**src/rtl/shifter_pkg.sv**
```systemverilog
// Shared command definitions for the doubler/shifter datapath and its benches.
// Latency: n/a (types and constants only).
// Backpressure: n/a.
package shifter_pkg;

    localparam int DATA_W = 4;
    localparam int CTRL_W = 3;

    // Control code driven to the shifter when no command is being issued.
    localparam logic [CTRL_W-1:0] CTRL_IDLE = 3'b000;

    typedef struct packed {
        logic [DATA_W-1:0] data;
        logic [CTRL_W-1:0] ctrl;
    } cmd_t;

    function automatic cmd_t make_cmd(input logic [DATA_W-1:0] data,
                                      input logic [CTRL_W-1:0] ctrl);
        cmd_t c;
        c.data = data;
        c.ctrl = ctrl;
        return c;
    endfunction

endpackage

```
**src/rtl/shifter_cmd_queue_sync_fifo.sv**
```systemverilog
// Synchronous FIFO with clear: storage, wrapping pointers and occupancy level.
// Latency: a written entry is visible at rdata the cycle after the write edge.
// Backpressure: pushes when full and pops when empty are ignored; clear wins over both.
module sync_fifo #(
    parameter int WIDTH = 7,
    parameter int DEPTH = 4
) (
    input  logic                       clk,
    input  logic                       rst,
    input  logic                       clear,
    input  logic                       push,
    input  logic [WIDTH-1:0]           wdata,
    input  logic                       pop,
    output logic [WIDTH-1:0]           rdata,
    output logic [$clog2(DEPTH):0]     level,
    output logic                       full,
    output logic                       empty
);

    localparam int AW = $clog2(DEPTH);
    localparam int LW = AW + 1;

    logic [WIDTH-1:0] mem_q [DEPTH];
    logic [AW-1:0]    wr_ptr_q, wr_ptr_d;
    logic [AW-1:0]    rd_ptr_q, rd_ptr_d;
    logic [LW-1:0]    level_q, level_d;
    logic             push_ok;
    logic             pop_ok;

    assign full    = (level_q == LW'(DEPTH));
    assign empty   = (level_q == '0);
    assign push_ok = push & ~full & ~clear;
    assign pop_ok  = pop & ~empty & ~clear;
    assign rdata   = mem_q[rd_ptr_q];
    assign level   = level_q;

    // Next pointers and level; DEPTH is a power of two so pointers wrap naturally.
    always_comb begin
        wr_ptr_d = wr_ptr_q;
        rd_ptr_d = rd_ptr_q;
        level_d  = level_q;
        if (clear) begin
            wr_ptr_d = '0;
            rd_ptr_d = '0;
            level_d  = '0;
        end else begin
            if (push_ok) wr_ptr_d = wr_ptr_q + AW'(1);
            if (pop_ok)  rd_ptr_d = rd_ptr_q + AW'(1);
            level_d = level_q + LW'(push_ok) - LW'(pop_ok);
        end
    end

    // Pointer and level state.
    always_ff @(posedge clk) begin
        if (rst) begin
            wr_ptr_q <= '0;
            rd_ptr_q <= '0;
            level_q  <= '0;
        end else begin
            wr_ptr_q <= wr_ptr_d;
            rd_ptr_q <= rd_ptr_d;
            level_q  <= level_d;
        end
    end

    // Storage write; contents need no reset since level gates every read.
    always_ff @(posedge clk) begin
        if (push_ok) begin
            mem_q[wr_ptr_q] <= wdata;
        end
    end

endmodule

```
**src/rtl/shifter_cmd_queue.sv**
```systemverilog
// Command queue feeding the shifter: buffers (data, ctrl) and issues one per clock, idle code when empty.
// Latency: a command pushed at edge N reaches out_* after edge N+1 when at the head and not stalled.
// Backpressure: in_ready = level < DEPTH (no same-cycle pop look-ahead); stall freezes issue, flush drops all.
module shifter_cmd_queue #(
    parameter int DATA_W = shifter_pkg::DATA_W,
    parameter int CTRL_W = shifter_pkg::CTRL_W,
    parameter int DEPTH  = 4,
    parameter int CNT_W  = 8
) (
    input  logic                   clk,
    input  logic                   rst,
    input  logic                   in_valid,
    output logic                   in_ready,
    input  logic [DATA_W-1:0]      in_data,
    input  logic [CTRL_W-1:0]      in_ctrl,
    input  logic                   stall,
    input  logic                   flush,
    output logic [DATA_W-1:0]      out_data,
    output logic [CTRL_W-1:0]      out_ctrl,
    output logic                   out_valid,
    output logic [$clog2(DEPTH):0] level,
    output logic [CNT_W-1:0]       issue_cnt
);

    import shifter_pkg::*;

    localparam int W = DATA_W + CTRL_W;
    localparam logic [CTRL_W-1:0] IDLE_CODE = CTRL_W'(CTRL_IDLE);

    logic [W-1:0]      head;
    logic              fifo_full;
    logic              fifo_empty;
    logic              push;
    logic              pop;

    logic [DATA_W-1:0] out_data_q, out_data_d;
    logic [CTRL_W-1:0] out_ctrl_q, out_ctrl_d;
    logic              out_valid_q, out_valid_d;
    logic [CNT_W-1:0]  issue_cnt_q, issue_cnt_d;

    assign in_ready = ~fifo_full;
    assign push     = in_valid & in_ready & ~flush;
    assign pop      = ~stall & ~flush & ~fifo_empty;

    sync_fifo #(
        .WIDTH (W),
        .DEPTH (DEPTH)
    ) u_fifo (
        .clk   (clk),
        .rst   (rst),
        .clear (flush),
        .push  (push),
        .wdata ({in_data, in_ctrl}),
        .pop   (pop),
        .rdata (head),
        .level (level),
        .full  (fifo_full),
        .empty (fifo_empty)
    );

    // Issue-register next state: flush idles, stall holds, otherwise pop head or idle.
    always_comb begin
        out_data_d  = out_data_q;
        out_ctrl_d  = out_ctrl_q;
        out_valid_d = out_valid_q;
        issue_cnt_d = issue_cnt_q;
        if (flush) begin
            out_data_d  = '0;
            out_ctrl_d  = IDLE_CODE;
            out_valid_d = 1'b0;
        end else if (!stall) begin
            if (pop) begin
                out_data_d  = head[W-1:CTRL_W];
                out_ctrl_d  = head[CTRL_W-1:0];
                out_valid_d = 1'b1;
                issue_cnt_d = issue_cnt_q + CNT_W'(1);
            end else begin
                out_data_d  = '0;
                out_ctrl_d  = IDLE_CODE;
                out_valid_d = 1'b0;
            end
        end
    end

    // Issue registers and running issue count.
    always_ff @(posedge clk) begin
        if (rst) begin
            out_data_q  <= '0;
            out_ctrl_q  <= IDLE_CODE;
            out_valid_q <= 1'b0;
            issue_cnt_q <= '0;
        end else begin
            out_data_q  <= out_data_d;
            out_ctrl_q  <= out_ctrl_d;
            out_valid_q <= out_valid_d;
            issue_cnt_q <= issue_cnt_d;
        end
    end

    assign out_data  = out_data_q;
    assign out_ctrl  = out_ctrl_q;
    assign out_valid = out_valid_q;
    assign issue_cnt = issue_cnt_q;

endmodule

```
**config.mk**
```make
export PLATFORM = sky130hd
export DESIGN_NAME = shifter_cmd_queue
export DESIGN_NICKNAME = d
export VERILOG_FILES = /design/src/rtl/shifter_pkg.sv /design/src/rtl/shifter_cmd_queue_sync_fifo.sv /design/src/rtl/shifter_cmd_queue.sv
export SDC_FILE = /design/constraint.sdc
export NUM_CORES = 1
export LEC_CHECK = 0
export CORE_ASPECT_RATIO = 0.6
export CORE_MARGIN = 1
export CORE_UTILIZATION = 35
export CTS_CLUSTER_SIZE = 30
export DETAILED_ROUTE_END_ITERATION = 12
export PLACE_DENSITY = 0.59
export SLEW_MARGIN = 20
export SYNTH_ARGS = -nofsm -noshare
export SYNTH_HDL_FRONTEND = slang
export SYNTH_SLANG_ARGS = --single-unit
export TNS_END_PERCENT = 10
```
**constraint.sdc**
```tcl
create_clock -name clk -period 2.7 [get_ports clk]
set_input_delay 0.405 -clock clk [delete_from_list [all_inputs] [get_ports clk]]
set_output_delay 0.405 -clock clk [all_outputs]
set_load 0.02 [all_outputs]
```
# Word-level counts from Yosys, hierarchy flattened
# Memories as Yosys holds them, arrays and structs flattened. A register that Yosys moved wholly into a read port is not among the register bits.
# Index checks and enable logic that the tools add are counted.
# word_totals
ram_bits	28
reg_bits	23
n_memories	1
elab_cells	36
# memory_table
memory	words	width	rd	rd_clocked_by_memory_dff	wr	line	source
u_fifo.mem_q	4	7	1	1	1	shifter_cmd_queue_sync_fifo.sv:23	logic [WIDTH-1:0] mem_q [DEPTH];
# op_classes
n_reduce_logical	3
mux	7
n_eq_ne	1
add_sub_neg	5
n_bitwise	12
# op_table
operator	count
$add 8x1->8 const B	1
$and 1x1->1	8
$add 2x1->2 const B	2
$mux 2	2
$mux 4	1
$not 1->1	4
$add 3x1->3	1
$eq 3x3->1 const B	1
$logic_not 3->1	1
$mux 1	3
$mux 3	1
$reduce_and 3->1	1
$sub 3x1->3	1
$reduce_or 2->1	1

# Longest topological paths before layout
# Gate-level depths: netlist of the first run.
# logic_depth
word_depth	8
mapped_depth	10

# Hierarchy
# From an unflattened synthesis of the first run, not the netlist that was laid out.
# hier_totals
hier_cells	160
hier_area_um2	2178.3
# modules_own_cells
module	n_inst	seq_area_each_um2	cells_each	area_per_inst_um2
sync_fifo	1	1021.0	87	1526.5
shifter_cmd_queue	1	320.3	73	651.9

# Worst setup path after synthesis of the first run
# No wires, ideal clock.
# synth_timing
kind	reg-to-reg
start	reg u_fifo.level_q[2], in the netlist u_fifo.level[2]
end	reg u_fifo.level_q[2], in the netlist u_fifo.level[2]
synth_period_minus_slack_ns	2.425
t_arrival_ns	2.299
path_stages_with_launch	11
t_required_ns	2.574
setup_slack_ns	0.275
cell_sequence	dfxtp_1 -> nor3_2 -> clkbuf_1 -> nor2_1 -> ha_1 -> inv_1 -> ha_1 -> fa_1 -> xnor2_1 -> xnor2_1 -> nor2_1
# synth_lines
element	line	source
start: declaration	shifter_cmd_queue_sync_fifo.sv:26	logic [LW-1:0] level_q, level_d;
start signal: assignment	shifter_cmd_queue_sync_fifo.sv:62	level_q <= level_d;
$logic_not 3->1 *	shifter_cmd_queue_sync_fifo.sv:31	assign empty = (level_q == '0);
$not 1->1 *	shifter_cmd_queue_sync_fifo.sv:33, shifter_cmd_queue.sv:43	
$and 1x1->1	shifter_cmd_queue.sv:43	assign pop = ~stall & ~flush & ~fifo_empty;
$and 1x1->1 * (2 in a row)	shifter_cmd_queue_sync_fifo.sv:33	assign pop_ok = pop & ~empty & ~clear;
via u_fifo.pop_ok	shifter_cmd_queue_sync_fifo.sv:28	logic pop_ok;
$sub 3x1->3 *	shifter_cmd_queue_sync_fifo.sv:49	level_d = level_q + LW'(push_ok) - LW'(pop_ok);
# The timed path passes the listed nets; every way through them passes the cells marked *.
# A chain may end at the register's enable or synchronous reset.

# Worst setup path in the final report of the first run
# layout_timing
start	in flush
end	reg u_fifo.level_q[2], in the netlist u_fifo.level[2]
# layout_via
elab_chain_cells	6
# layout_rtl
element	line	source
start: declaration	shifter_cmd_queue.sv:17	input logic flush,
$not 1->1 (no line) *	-	
$and 1x1->1 (2 in a row)	shifter_cmd_queue.sv:43	
$and 1x1->1	shifter_cmd_queue_sync_fifo.sv:33	
$and 1x1->1 *	shifter_cmd_queue_sync_fifo.sv:33	
via u_fifo.pop_ok	shifter_cmd_queue_sync_fifo.sv:28	
$sub 3x1->3 *	shifter_cmd_queue_sync_fifo.sv:49	
# Marks and branches as above.

==> flow_results.org, run 1 <==
** Floorplanning
- For this design the top-level I/O count stands at 32.
- DIE HEIGHT :: 62.65 µm
- Placeable core area :: 5728 µm²
- The die covers 6458 µm².
- Die extent in x :: 103.1 µm
- For this configuration, the core starts out at a cell density of between 30% and 40%.
- Row generation in the floorplan step produced 21 rows.

** Power and ir drop
- Maximum VDD drop :: ~0.21 mV
- Net switching power :: 322.5 µW
- Share of total power in sequential cells :: 61.3%
- Leakage power total :: 0.8793 nW
- Ratio of total power to cell area :: 532.0 nW/µm²
- The internal power of the cells totals 1.091 mW.
- Share of power burned in combinational logic :: 6.6%
- Proportion of total power due to net switching :: 22.82%
- The clock network burns 32.1% of the power.

** Finish
- Layout cells sized above 1 :: 13.78%
- Cells fill 46.37% of the core in the end.
- Layout overhead on the synthesized area :: 23.79%
- Excluding fillers, the count of instances in the completed layout stands at between 200 and 300.
- The finished cells cover ~2700 µm².
- Final layout net count :: 215
- Flip-flop and latch area :: 1341 µm²
- Counting the fill cells in the layout gives 555.
- Area taken by multi-input logic gates :: 735.7 µm²
- The repair_antennas step left the layout with diodes totalling 0.

** CTS
- CTS root buffer :: sky130_fd_sc_hd__clkbuf_8
- H-tree levels :: 2
- Clock tree synthesis found a total of 53 sinks.
- Buffers inserted during clock tree synthesis total 5.
- Clock latency on the worst-skew pair, taken at its later pin, is 0.31 ns.
- Number of buffers added to fix hold violations after cts :: 0
- The clock passes through at most 2 buffers.
- Setup fix buffers added after clock tree synthesis :: 0
- Reg clk slew, reported paths :: 0.11 ns
- TritonCTS built the clock tree.
- Quantity of gates resized following cts :: 0

** Placed design
- After legalization and detailed placement, the total HPWL measured a little under 3000 µm.
- Cell Count Post-Placement :: 268
- Port Buf Inserts :: 31
- Summing all placed instances gives a cell area of ~2600 µm².
- Routability-driven placement finished with a final weighted congestion of 0.7671.
- Dpl ws :: 0.07778 ns

** Yosys
- The number of nets in the synthesized netlist is 180.
- The average instance in the mapped netlist occupies 13.41 µm².
- Synth cell count leaders :: sky130_fd_sc_hd__edfxtp_1 (28), sky130_fd_sc_hd__dfxtp_1 (25), sky130_fd_sc_hd__a21oi_1 (10), sky130_fd_sc_hd__inv_1 (10), sky130_fd_sc_hd__nor2_1 (8)
- Synthesis warning total :: 0
- Fraction of registers with async set or reset after synthesis :: 0%
- The synthesized design spends more area on one cell type than any other, namely sky130_fd_sc_hd__edfxtp_1.
- Synthesis produced a netlist whose cell count is 160.
- Dominant cells by area after synthesis :: sky130_fd_sc_hd__edfxtp_1 (39%), sky130_fd_sc_hd__dfxtp_1 (23%), sky130_fd_sc_hd__mux4_2 (7.3%)
- Post-synthesis register bit count :: 53
- Cell area after synthesis :: 2146 µm²
- Area share of the leading cell type in the synthesized netlist :: 39.18%
- After synthesis, the netlist uses 32 different library cells.
- Sequential share of the synthesized area :: 62.51%
- Most frequently used flop master after synthesis :: sky130_fd_sc_hd__edfxtp_1
- Most instantiated library cell after synthesis :: sky130_fd_sc_hd__edfxtp_1
- Number of synthesized flops with an enable pin :: 28

** GRT
- Global routing usage summed across all routing layers :: 14.11%
- Wire length of the first global-routing pass :: 6699 µm
- Global routing finished with a remaining overflow of 0.
- Pin count of the biggest net entering global routing :: 19
- Via count of the first global-routing pass :: 1373
- The initial antenna violation count came to 0.

** Setup path
- Minimum setup slack among reg-to-reg paths :: 0.63 ns
- Critical Setup Path Class :: in -> reg
- STA classifies the critical path endpoint as a register.
- Critical path's largest stage delay :: around 0.44 ns
- CP bufs+invs :: 2
- On the critical path, the stage with the largest delay is an instance of sky130_fd_sc_hd__clkdlybuf4s50_1.
- Cell type group with the largest total delay on the critical path :: adder cells
- The critical path goes through clkdlybuf4s50_1 -> or2_2 -> nor2_1 -> ha_1 -> inv_1 -> ha_1 -> fa_1 -> xnor2_1 -> xnor2_1 -> nor2_1.
- Worst r2r src :: u_fifo.level[2]$_SDFF_PP0_
- STA classifies the critical path startpoint as an input pin.
- Counting cells, the worst reg-to-reg path comes to 7.
- Data arrival, critical path :: about 2.5 ns
- Crit Path Max Fanout :: 7
- Data required time of the worst path :: 2.90 ns
- The endpoint identified for the worst register-to-register timing path is u_fifo.level[2]$_SDFF_PP0_.

** Drt
- In the routed design, unresolved DRC markers number 0.
- Vias per cell :: 4.931
- After detailed routing, the average wire length per cell comes to about 15 µm.
- Post-route antenna net violation count :: 0
- Summing over every cut layer, the via total after detailed routing is 1361.
- Iteration-0 DRC count of the detailed router :: 88
- The first detailed-routing pass took 4 iterations.
- Summed over all layers, the routed wires come to 4129 µm.

** Timing
- Time the worst path needs with I/O delays and setup :: 2.278 ns
- Final setup skew :: between 0.01 and 0.015 ns
- The total count of max-transition violations in the final report came to 0.
- The worst pin sits at a relative slew slack of about two thirds.
- Upper clock frequency limit :: 438.9 MHz
- Setup violations remaining at the end of the flow were counted as 0.
- Fin. Hold Viols :: 0
- At the pin with the least slew margin, the transition time is ~0.52 ns.
- After layout, the worst path uses between 80% and 90% of the clock period.
- In the post-route analysis, the smallest setup slack over all paths is 0.4217 ns.
- Setup repair after global routing missed its margin :: no
- Summed negative setup slack over all endpoints :: 0 ns

** Min path
- In this run the worst hold path is classified as reg -> reg.
- Counting instances, the worst hold path has a depth of 2.
- In this run the most critical hold path is launched from u_fifo.rd_ptr_q[1]$_SDFFE_PP0P_.

** Status
- Result of the run :: completed

** Job
- Across the run, the number of max-cap violations was 0.
## layout make-up
class / instances / share of cell area, %
clock buffer: 5 / 2.591
sequential: 53 / 50.49
multi-input combinational: 89 / 27.70
inverter: 10 / 1.413
clock inverter: 3 / 0.9421
tap: 80 / 3.768
timing repair buffer: 36 / 13.09
## sequential cells by signal, summed over array words and instances (netlist names), named ones only
name,flops
u_fifo.level,3
issue_cnt,8
out_data,4
out_valid,1
u_fifo.mem_q,28
u_fifo.rd_ptr_q,2
out_ctrl,3
u_fifo.wr_ptr_q,2
## cells by family after synthesis
kind of cell / Yosys count / synth area share, %
AO/OA/AOI/OAI: 29 / 8.922
XOR/XNOR: 2 / 0.8165
adder cells (fa/ha/maj): 8 / 5.014
buffers and inverters: 18 / 3.207
flip-flops: 53 / 62.51
multiplexers: 9 / 8.396
AND/OR/NAND/NOR: 41 / 11.14
## power groups by stage
stage / clock network (mW) / registers (mW) / logic (mW)
finish: 0.453 / 0.866 / 0.0935
global route: 0.507 / 0.868 / 0.103
CTS: 0.470 / 0.866 / 0.0941
detailed placement: 0 / 0.885 / 0.0935
global placement: 0 / 0.884 / 0.0905
floorplan: 0 / 0.887 / 0.0433
## how the worst max path moves through the flow
stage                                      end  slack [ns]                        from  cells past startpoint
floorplan           u_fifo.level[2]$_SDFF_PP0_        0.27  u_fifo.level[2]$_SDFF_PP0_                     10
global placement    u_fifo.level[2]$_SDFF_PP0_        0.17                       stall                     10
detailed placement  u_fifo.level[2]$_SDFF_PP0_        0.08                       flush                     10
CTS                 u_fifo.level[2]$_SDFF_PP0_        0.42                       flush                     10
global route        u_fifo.level[2]$_SDFF_PP0_        0.29                       flush                     10
finish              u_fifo.level[2]$_SDFF_PP0_        0.42                       flush                     10
## cell usage in the layout (no fill, tap or decap), drive strengths merged, types with 3 or more instances in the layout
master	n
clkdlybuf4s50	31
edfxtp	28
dfxtp	25
inv	11
a21oi	10
nor2	8
and2	7
mux4	7
a22o	7
ha	7
o21ai	5
clkbuf	5
buf	5
o31ai	4
or4	4
nand3	4
nand2	3
nor3	3
## worst reg2reg max path, stage by stage (launching register included)
cell                      delay (ns)
sky130_fd_sc_hd__dfxtp_1        0.43
sky130_fd_sc_hd__nor3b_1        0.39
sky130_fd_sc_hd__nor3_1         0.16
sky130_fd_sc_hd__ha_1           0.24
sky130_fd_sc_hd__fa_1           0.38
sky130_fd_sc_hd__xnor2_1        0.18
sky130_fd_sc_hd__xnor2_1        0.13
sky130_fd_sc_hd__nor2_1         0.05
## metrics by stage
step / hold slack [ns] / total power, mW
6_report: 0.4854 / 1.413
5_1_grt: 0.4966 / 1.479
4_1_cts: 0.4890 / 1.430
3_5_place_dp: 0.4673 / 0.9784
3_3_place_gp: 0.4568 / 0.9743
2_1_floorplan: 0.4529 / 0.9300
## layer usage
metal	part of all wire, %	GRT usage, %	vias up
met3	5.1	3.803	2
met1	51	21.65	666
li1	-	-	664
met5	0	0	-
met4	0.36	3.697	0
met2	43	19.42	29
Power figures use the tool's default switching activity.
==> inputs of run 2 (changes only) <==
==> constraint.sdc (replaced) <==
create_clock -name clk -period 2.18 [get_ports clk]
set_input_delay 0.327 -clock clk [delete_from_list [all_inputs] [get_ports clk]]
set_output_delay 0.327 -clock clk [all_outputs]
set_load 0.02 [all_outputs]
==> run 2 against run 1 <==
  * Flip-flop and latch count unchanged
  * Register-to-register slack got worse by 0.47 ns
  * Largest power group unchanged
  * Worst hold slack got worse by 0.0045 ns
  * Clock power increased by 17%
  * Via count increased by 4.0%
  * Sequential power increased by 24%
  * Combinational power increased by 41%
  * Design area increased by 5.0%
  * Clock-buffer cell count unchanged
==> flow_results.org, run 2 (synthesized netlist as in run 1, its figures left out) <==
** Status
- Result of the run :: completed

** CTS
- Max Root-Sink Buffers :: 2 (unchanged)
- CTS root buffer :: sky130_fd_sc_hd__clkbuf_8
- Number of buffers created by CTS :: 5 (unchanged)
- Setup fix buffers added after clock tree synthesis :: 0 (unchanged)
- CTS tree :: built
- Later-pin clock latency in the skew report :: 0.30 ns (about the same)
- The deepest level of the CTS H-tree is 2 (unchanged).
- The number of sinks on the clock net is 53 (unchanged).
- The clock-pin slew on the worst setup and hold paths was 0.10 ns (about the same).

** Drt
- Vias per cell :: 4.968 (+0.76%)
- The initial DRC count came to 74 (-16%).
- The via count was 1416 (+4.0%).
- The DRC violations left was 0 (unchanged).
- Routed wire length :: 4381 µm (+6.1%)
- The post-route antenna net violation count was 0 (unchanged).
- The final routed wire length divided by cell count came to 15.37 µm (+2.8%).
- Number of detailed-routing iterations run before antenna repair :: 4 (unchanged)

** Finish
- Layout cells sized above 1 :: 20.00% (+6.2 points)
- The library cell used most frequently in the layout, excluding fill and tap cells, is sky130_fd_sc_hd__clkdlybuf4s50_1.
- Antenna Cells :: 0 (unchanged)
- Commonest non-fill, non-tap cells in the layout :: sky130_fd_sc_hd__clkdlybuf4s50_1 (31), sky130_fd_sc_hd__edfxtp_1 (28), sky130_fd_sc_hd__dfxtp_1 (22)
- The register with the most flip-flops in the final layout is u_fifo.mem_q.
- Max FFs per register :: 28 (unchanged)
- The number of nets in the layout was 224 (+4.2%).
- Util after Layout :: 48.69% (+2.3 points)
- Filler Cell Count :: 531 (-4.3%)
- The final cell area excluding filler cells is 2789 µm² (+5.0%).
- From synthesis to final layout, the design area changed by 29.97%.

** Min path
- Class of the most critical hold timing path :: reg -> reg

** GRT
- Pin count of the biggest net entering global routing :: 17 (-2)
- The initial antenna violation count was 0 (unchanged).
- The all-layer global routing usage came to 14.71% (+0.59 points).
- The first-pass GRT wire length is 6969 µm (+4.0%).
- The via count of the first global-routing pass is 1376 (+0.22%).
- The final global-route overflow total came to 0 (unchanged).

** Timing
- The worst-case clock skew is 0.008261 ns (-0.004418 ns).
- Ratio of final minimum period to clock period :: 98.32%
- The final setup violation count came to 0 (unchanged).
- The routed design could run at a clock period as short as 2.143 ns.
- Final critical-path setup slack :: 0.03662 ns (-0.3851 ns)
- Static timing analysis puts the maximum clock frequency at ~470 MHz.
- Summed negative setup slack over all endpoints :: 0 ns (unchanged)
- The tightest slew margin relative to the limit was 66.49% (+0.89 points).
- Slew of the pin with the lowest slew margin :: 0.5020 ns (-0.01338 ns)
- The final-report hold violation count came to 0 (unchanged).
- Max-slew violations :: 0 (unchanged)

** Setup path
- The maximum fanout along the worst path came to 2 (-5).
- By startpoint and endpoint, the worst setup path is classified as in -> reg.
- Critical Path Start :: stall
- The depth of the most critical reg-to-reg path is 9 (+2).
- Data required time of the worst path :: 2.37 ns (-0.53 ns)
- Reg2reg end :: u_fifo.level[2]$_SDFF_PP0_
- Data arrival, critical path :: 2.34 ns (-0.14 ns)
- The most critical setup path has its endpoint at u_fifo.level[2]$_SDFF_PP0_.
- CP Capture Type :: register
- The register-to-register setup slack is 0.16 ns (-0.47 ns).
- In this run the critical register-to-register path is launched from u_fifo.level[1]$_SDFF_PP0_.
- STA classifies the critical path startpoint as an input pin.

** Floorplanning
- The number of ports placed on the die boundary came to 32 (unchanged).
- The standard-cell row count was 21 (unchanged).
- Placeable core area :: 5728 µm² (unchanged)
- The die width is 103.1 µm (unchanged).
- DIE HEIGHT :: 62.65 µm (unchanged)
- The initial cell density of the core came to 37.46% (unchanged).
- The full die area is 6458 µm² (unchanged).

** Job
- The number of max-cap violations came to 0 (unchanged).

** Power and ir drop
- The worst vdd rail ir drop was 0.2846 mV (+36%).
- The static leakage power was 0.9479 nW (+7.8%).
- Ratio of total power to cell area :: 623.0 nW/µm² (+17%)

** Placed design
- The placement-stage cell area came to 2695 µm² (+5.2%).
- The worst setup timing slack at the placement stage was -0.2625 ns (-0.3403 ns).
- Port Buf Inserts :: 31 (unchanged)
- The global placer's final weighted congestion came to 0.7744 (+0.95%).
- Detailed placer's ending HPWL :: 3200 µm (+7.4%)
run 2: metrics by stage:
stage               power [mW]  cells  hold slack (ns)
floorplan                1.157    160           0.4259
global placement         1.221    277           0.4600
detailed placement       1.227    277           0.4662
CTS                      1.760    285           0.4873
global route             1.817    285           0.4944
finish                   1.737    285           0.4809
run 2: report_power, final:
group	total (mW)	internal, mW	switching (mW)
clock	0.532	0.222	0.310
combinational	0.132	0.0668	0.0650
sequential	1.07	1.06	0.00969
total	1.74	1.35	0.385
run 2: per-layer routing:
layer | GRT usage (%) | up-vias | share of wire (%)
met5 | 0 | - | 0
li1 | - | 682 | -
met3 | 3.468 | 4 | 4.0
met2 | 22.42 | 39 | 46
met1 | 20.64 | 691 | 48
met4 | 4.754 | 0 | 1.0
run 2: worst min-delay path by stage:
stage	startpoint	end	slack, ns	cells after the start
final	out_data[2]$_SDFFE_PP0N_	out_data[2]$_SDFFE_PP0N_	0.48	1
after global routing	out_ctrl[1]$_SDFFE_PP0N_	out_ctrl[1]$_SDFFE_PP0N_	0.49	1
after CTS	out_ctrl[1]$_SDFFE_PP0N_	out_ctrl[1]$_SDFFE_PP0N_	0.49	1
after detailed placement	out_ctrl[1]$_SDFFE_PP0N_	out_ctrl[1]$_SDFFE_PP0N_	0.47	1
after global placement	out_data[2]$_SDFFE_PP0N_	out_data[2]$_SDFFE_PP0N_	0.46	1
after floorplan	in_ctrl[0]	u_fifo.mem_q[0][0]$_DFFE_PP_	0.43	0
run 2: worst max-delay path, cell delays in order:
cell	delay, ns
sky130_fd_sc_hd__clkdlybuf4s50_1	0.43
sky130_fd_sc_hd__or2_2	0.31
sky130_fd_sc_hd__nor2_1	0.14
sky130_fd_sc_hd__ha_1	0.14
sky130_fd_sc_hd__inv_1	0.04
sky130_fd_sc_hd__ha_1	0.19
sky130_fd_sc_hd__fa_2	0.36
sky130_fd_sc_hd__xnor2_2	0.19
sky130_fd_sc_hd__xnor2_1	0.13
sky130_fd_sc_hd__nor2_1	0.06
run 2: layout make-up:
class,count,area [µm²],share of cell area (%)
Clock buffer,5,68.82,2.467
Clock inverter,3,17.52,0.6281
Inverter,10,37.54,1.346
Multi-Input combinational cell,89,752.0,26.96
Sequential cell,53,1348,48.32
Tap cell,80,100.1,3.589
Timing Repair Buffer,45,465.4,16.69
run 2: what timing repair did:
item,in CTS,in global routing
resized for setup,0,1
hold buffers,0,0
endpoints found under the setup margin,0,1
